[config.mk]
export PLATFORM = sky130hd
export DESIGN_NAME = alu_muldiv_sequencer
export DESIGN_NICKNAME = d
export VERILOG_FILES = /design/src/rtl/alu_muldiv_sequencer.sv
export SDC_FILE = /design/constraint.sdc
export NUM_CORES = 1
export LEC_CHECK = 0
export CAP_MARGIN = 20
export CORE_MARGIN = 1.5
export CORE_UTILIZATION = 50
export DETAILED_ROUTE_END_ITERATION = 8
export PLACE_DENSITY_LB_ADDON = 0.2
export SLEW_MARGIN = 15
export SYNTH_ARGS = -nofsm -noshare
export SYNTH_HDL_FRONTEND = slang
export SYNTH_SLANG_ARGS = --single-unit
[constraint.sdc]
create_clock -name clock -period 4.2 [get_ports clock]
set_input_delay 0.84 -clock clock [delete_from_list [all_inputs] [get_ports clock]]
set_output_delay 0.84 -clock clock [all_outputs]
set_load 0.02 [all_outputs]
[src/rtl/alu_muldiv_sequencer.sv]
// Multi-cycle signed multiply/divide sequencer that borrows the shared 32-bit ALU
// for every add/subtract: shift-add multiply, and restoring divide on magnitudes.
module alu_muldiv_sequencer #(
    parameter int unsigned ITERS = 32
) (
    input  logic        clock,
    input  logic        reset_n,
    input  logic [31:0] data_operandA,
    input  logic [31:0] data_operandB,
    input  logic        ctrl_MULT,
    input  logic        ctrl_DIV,
    output logic [31:0] data_result,
    output logic        data_exception,
    output logic        data_resultRDY,
    output logic        busy,
    output logic [31:0] alu_operandA,
    output logic [31:0] alu_operandB,
    output logic [4:0]  alu_opcode,
    output logic [4:0]  alu_shiftamt,
    input  logic [31:0] alu_result
);

    localparam int unsigned CntW = $clog2(ITERS);
    localparam logic [4:0] OpAdd = 5'b00000;
    localparam logic [4:0] OpSub = 5'b00001;

    typedef enum logic [2:0] {
        StIdle,
        StNegA,
        StNegB,
        StIter,
        StFix,
        StDone
    } state_e;

    state_e state_q, state_d;
    logic            is_div_q, is_div_d;
    logic            sign_q, sign_d;
    logic [CntW-1:0] cnt_q, cnt_d;
    // acc: product P / remainder R; mc: multiplicand M / divisor D;
    // mq: multiplier Q / dividend-then-quotient Qd
    logic [31:0]     acc_q, acc_d;
    logic [31:0]     mc_q, mc_d;
    logic [31:0]     mq_q, mq_d;
    logic [31:0]     result_q, result_d;
    logic            exc_q, exc_d;

    logic [31:0]     rs;
    logic            ge;
    logic            last_iter;
    logic [31:0]     prod_next;

    assign rs        = {acc_q[30:0], mq_q[31]};
    // Unsigned Rs >= D using only the ALU's signed difference
    assign ge        = (rs[31] != mc_q[31]) ? rs[31] : ~alu_result[31];
    assign last_iter = (cnt_q == CntW'(ITERS - 1));
    assign prod_next = mq_q[0] ? alu_result : acc_q;

    always_comb begin
        alu_operandA = 32'd0;
        alu_operandB = 32'd0;
        alu_opcode   = OpAdd;
        unique case (state_q)
            StNegA: begin
                alu_opcode   = OpSub;
                alu_operandB = mq_q;
            end
            StNegB: begin
                alu_opcode   = OpSub;
                alu_operandB = mc_q;
            end
            StIter: begin
                if (is_div_q) begin
                    alu_opcode   = OpSub;
                    alu_operandA = rs;
                    alu_operandB = mc_q;
                end else begin
                    alu_opcode   = OpAdd;
                    alu_operandA = acc_q;
                    alu_operandB = mc_q;
                end
            end
            StFix: begin
                alu_opcode   = OpSub;
                alu_operandB = mq_q;
            end
            default: begin
                alu_opcode   = OpAdd;
            end
        endcase
    end

    always_comb begin
        state_d  = state_q;
        is_div_d = is_div_q;
        sign_d   = sign_q;
        cnt_d    = cnt_q;
        acc_d    = acc_q;
        mc_d     = mc_q;
        mq_d     = mq_q;
        result_d = result_q;
        exc_d    = exc_q;
        unique case (state_q)
            StIdle: begin
                if (ctrl_MULT) begin
                    is_div_d = 1'b0;
                    acc_d    = 32'd0;
                    mc_d     = data_operandA;
                    mq_d     = data_operandB;
                    cnt_d    = '0;
                    state_d  = StIter;
                end else if (ctrl_DIV) begin
                    if (data_operandB != 32'd0) begin
                        is_div_d = 1'b1;
                        mq_d     = data_operandA;
                        mc_d     = data_operandB;
                        sign_d   = data_operandA[31] ^ data_operandB[31];
                        state_d  = StNegA;
                    end else begin
                        result_d = 32'd0;
                        exc_d    = 1'b1;
                        state_d  = StDone;
                    end
                end
            end
            StNegA: begin
                mq_d    = mq_q[31] ? alu_result : mq_q;
                acc_d   = 32'd0;
                state_d = StNegB;
            end
            StNegB: begin
                mc_d    = mc_q[31] ? alu_result : mc_q;
                cnt_d   = '0;
                state_d = StIter;
            end
            StIter: begin
                cnt_d = cnt_q + 1'b1;
                if (is_div_q) begin
                    acc_d = ge ? alu_result : rs;
                    mq_d  = {mq_q[30:0], ge};
                    if (last_iter) begin
                        state_d = StFix;
                    end
                end else begin
                    acc_d = prod_next;
                    mc_d  = {mc_q[30:0], 1'b0};
                    mq_d  = {1'b0, mq_q[31:1]};
                    if (last_iter) begin
                        result_d = prod_next;
                        exc_d    = 1'b0;
                        state_d  = StDone;
                    end
                end
            end
            StFix: begin
                result_d = sign_q ? alu_result : mq_q;
                exc_d    = 1'b0;
                state_d  = StDone;
            end
            StDone: begin
                state_d = StIdle;
            end
            default: begin
                state_d = StIdle;
            end
        endcase
    end

    always_ff @(posedge clock or negedge reset_n) begin
        if (!reset_n) begin
            state_q  <= StIdle;
            is_div_q <= 1'b0;
            sign_q   <= 1'b0;
            cnt_q    <= '0;
            acc_q    <= 32'd0;
            mc_q     <= 32'd0;
            mq_q     <= 32'd0;
            result_q <= 32'd0;
            exc_q    <= 1'b0;
        end else begin
            state_q  <= state_d;
            is_div_q <= is_div_d;
            sign_q   <= sign_d;
            cnt_q    <= cnt_d;
            acc_q    <= acc_d;
            mc_q     <= mc_d;
            mq_q     <= mq_d;
            result_q <= result_d;
            exc_q    <= exc_d;
        end
    end

    assign data_result    = result_q;
    assign data_exception = exc_q;
    assign data_resultRDY = (state_q == StDone);
    assign busy           = (state_q != StIdle);
    assign alu_shiftamt   = 5'd0;

endmodule

==> run metrics <==
run status=finished, final reports clean; Post-Route WL=31750 um; Top FF cell, synth=dfrtp_1; final setup TNS=0 ns; kind of end point of the critical path=primary output; area added between synthesis and finish=29.12%; port bufs=199; Max Freq=0.2740 GHz; Post-CTS Setup Repair Bufs=0; Finished Cell Area=12770 um2; H-tree levels=4; initial antenna violation count=1; number of flops mapped to enable cells by yosys=0; VDD IR max=0.4931 mV; Die ar.=20630 um2; GRT overflow=0; Worst Skew=0.01427 ns; pwr dens=722.3 nW/um2; pin count of the biggest net entering global routing=101; nets=1319; Root Driver=clkbuf_16; row cnt=51; Overall Global Routing Usage=31.02%; CTS tree=done; crit path max fanout=16; critical path required time=3.36 ns; global-route wire length before repair=49360 um; Slew HR=41.17%; Hold-fix buffers, CTS=0; Num CTS Buffers=17; RSZ-0062 raised after global routing=false; final worst slack=0.5509 ns; crit path kind=flip-flop to primary output; period utilisation layout=86.88%; most frequent cells in the layout=197 x clkdlybuf4s50_1, 186 x mux2i_1, 137 x dfrtp_1; Die Width=143.6 um; leakage=0.005564 uW; Via-to-Cell Ratio=6.207; Worst-Skew Late Latency=0.42 ns; DRC=0; Clock Tree Buf Depth=2; dpl hpwl=21420 um; TritonRoute pass-1 iters=5; crit path cell chain=xnor2_1, nor2_2, buf_4, a22o_1, clkdlybuf4s50_1; post-route ant nets=0; Post-Syn Area per Cell=9.292 um2; Clock Pin Slew Worst Setup and Hold Paths=0.06 ns; Post-Syn Area=9887 um2; starting DRC count in detailed routing=789; post-synthesis sequential area ratio=35.18%; # resized after CTS=0; synth warn=0; Async SR Flop Fraction=100.0%; count of different cell masters after synthesis=48; post-DR wirelength/cell=21.22 um; initial core utilization=50.97%; Ports=209; Tightest Hold Check Type=input pin to asynchronous set/reset pin; Place WS=0.5400 ns; die span in y=143.6 um; Max-Cap Viols=0; Multi-input gate area=5888 um2; Cells after Synth=1064; layout cells sized above 1=13.90%; Final min period=3.649 ns; Fin. Hold Viols=0; FF/Latch Area=3483 um2; CP Buf/Inv Count=2; Crit path largest cell delay=0.75 ns; Worst Tran Pin Value=0.8796 ns; Yosys reg bits=139; core footprint=19400 um2; vias in the first global route=9063; GP Congestion=0.8971; cell family with most CP delay=buffers and inverters; slowest cell on the critical path=dfrtp_1; placed cell area=12080 um2; clk sinks=139; commonest non-fill, non-tap cell in the layout=clkdlybuf4s50_1; Setup crit start kind=flip-flop; Critical Path AT=2.81 ns; final count of pins violating max slew=0; routed vias=9286; Filler cells=1625; Setup violations, final=0
-- synth_stat cells, drive strengths merged, types with 2 or more instances --
cell type | count | area share (%)
mux2 | 97 | 11
a211oi | 2 | 0.20
o211ai | 31 | 2.4
nor2 | 43 | 1.6
nand4 | 2 | 0.13
nand3 | 34 | 1.7
a21o | 33 | 2.5
nor2b | 6 | 0.38
a32o | 2 | 0.20
or3 | 2 | 0.13
o22ai | 32 | 2.0
nand2 | 131 | 5.0
and3b | 3 | 0.27
buf | 31 | 1.8
a22o | 35 | 3.1
a31oi | 3 | 0.19
ha | 2 | 0.25
o31ai | 2 | 0.15
xnor2 | 2 | 0.18
o21ai | 45 | 2.3
nor4 | 9 | 0.57
clkbuf | 75 | 2.8
mux2i | 186 | 19
a32oi | 30 | 2.7
a21oi | 42 | 2.1
inv | 32 | 1.2
dfrtp | 139 | 35
-- registers in the layout, summed over array words and instances, names as in the netlist --
name	count
mq_q	32
sign_q	1
data_result	32
data_exception	1
mc_q	32
cnt_q	5
is_div_q	1
state_q	3
acc_q	32
-- per-layer routing --
metal	vias to the layer above	GRT usage (%)	share of wire [%]
li1	4206	-	-
met2	517	48.30	46
met4	0	12.41	2.3
met1	4503	42.51	43
met5	-	0	0
met3	60	5.931	8.7
-- through the flow --
step                      util, %  power, uW  instances  hold WS, ns
after detailed placement    62.29       7513       1461       0.4934
after CTS                   65.58       9186       1493       0.4295
after floorplan                 -       5619       1072       0.4649
final                       65.81       9221       1496       0.3975
after global placement      62.29       7404       1461       0.4879
after global routing        65.80       9740       1495       0.4317
-- worst paths after layout --
path                                  from               end  slack (ns)  cells past startpoint
hold / removal                     reset_n   data_result[21]        0.40                      1
setup reg to reg                  is_div_q          mc_q[21]        1.21                      5
min in group clock         data_result[25]   data_result[25]        0.51                      1
hold reg to reg            data_result[25]   data_result[25]        0.51                      1
max in group asynchronous          reset_n         acc_q[25]        2.90                      2
setup / recovery                state_q[2]  alu_operandB[12]        0.55                      5
-- kinds of logic after synthesis --
logic type / share of synthesized area, %
DFF: 35.18
adders and majority gates: 0.2531
other: 0.03793
and+or+nand+nor: 10.15
muxes: 29.92
buffers and inverters: 5.885
AOI/OAI and AO/OA: 18.31
xor gates and xnor gates: 0.2658
-- final cells by class --
class | count | share of cell area, %
flip-flops and latches | 139 | 27.29
well taps | 265 | 2.597
repair buffers | 232 | 18.04
multi-input cells | 795 | 46.12
inverters | 32 | 0.9409
clock buffers | 22 | 3.715
diodes | 1 | 0.01960
clock inverters | 10 | 1.274
-- power breakdown --
part / internal, uW / leakage (uW) / switching [uW]
clock network: 1040 / 0.000307 / 597
registers: 1890 / 0.00164 / 609
logic: 2450 / 0.00361 / 2630
(Power assumes the default switching activity.)
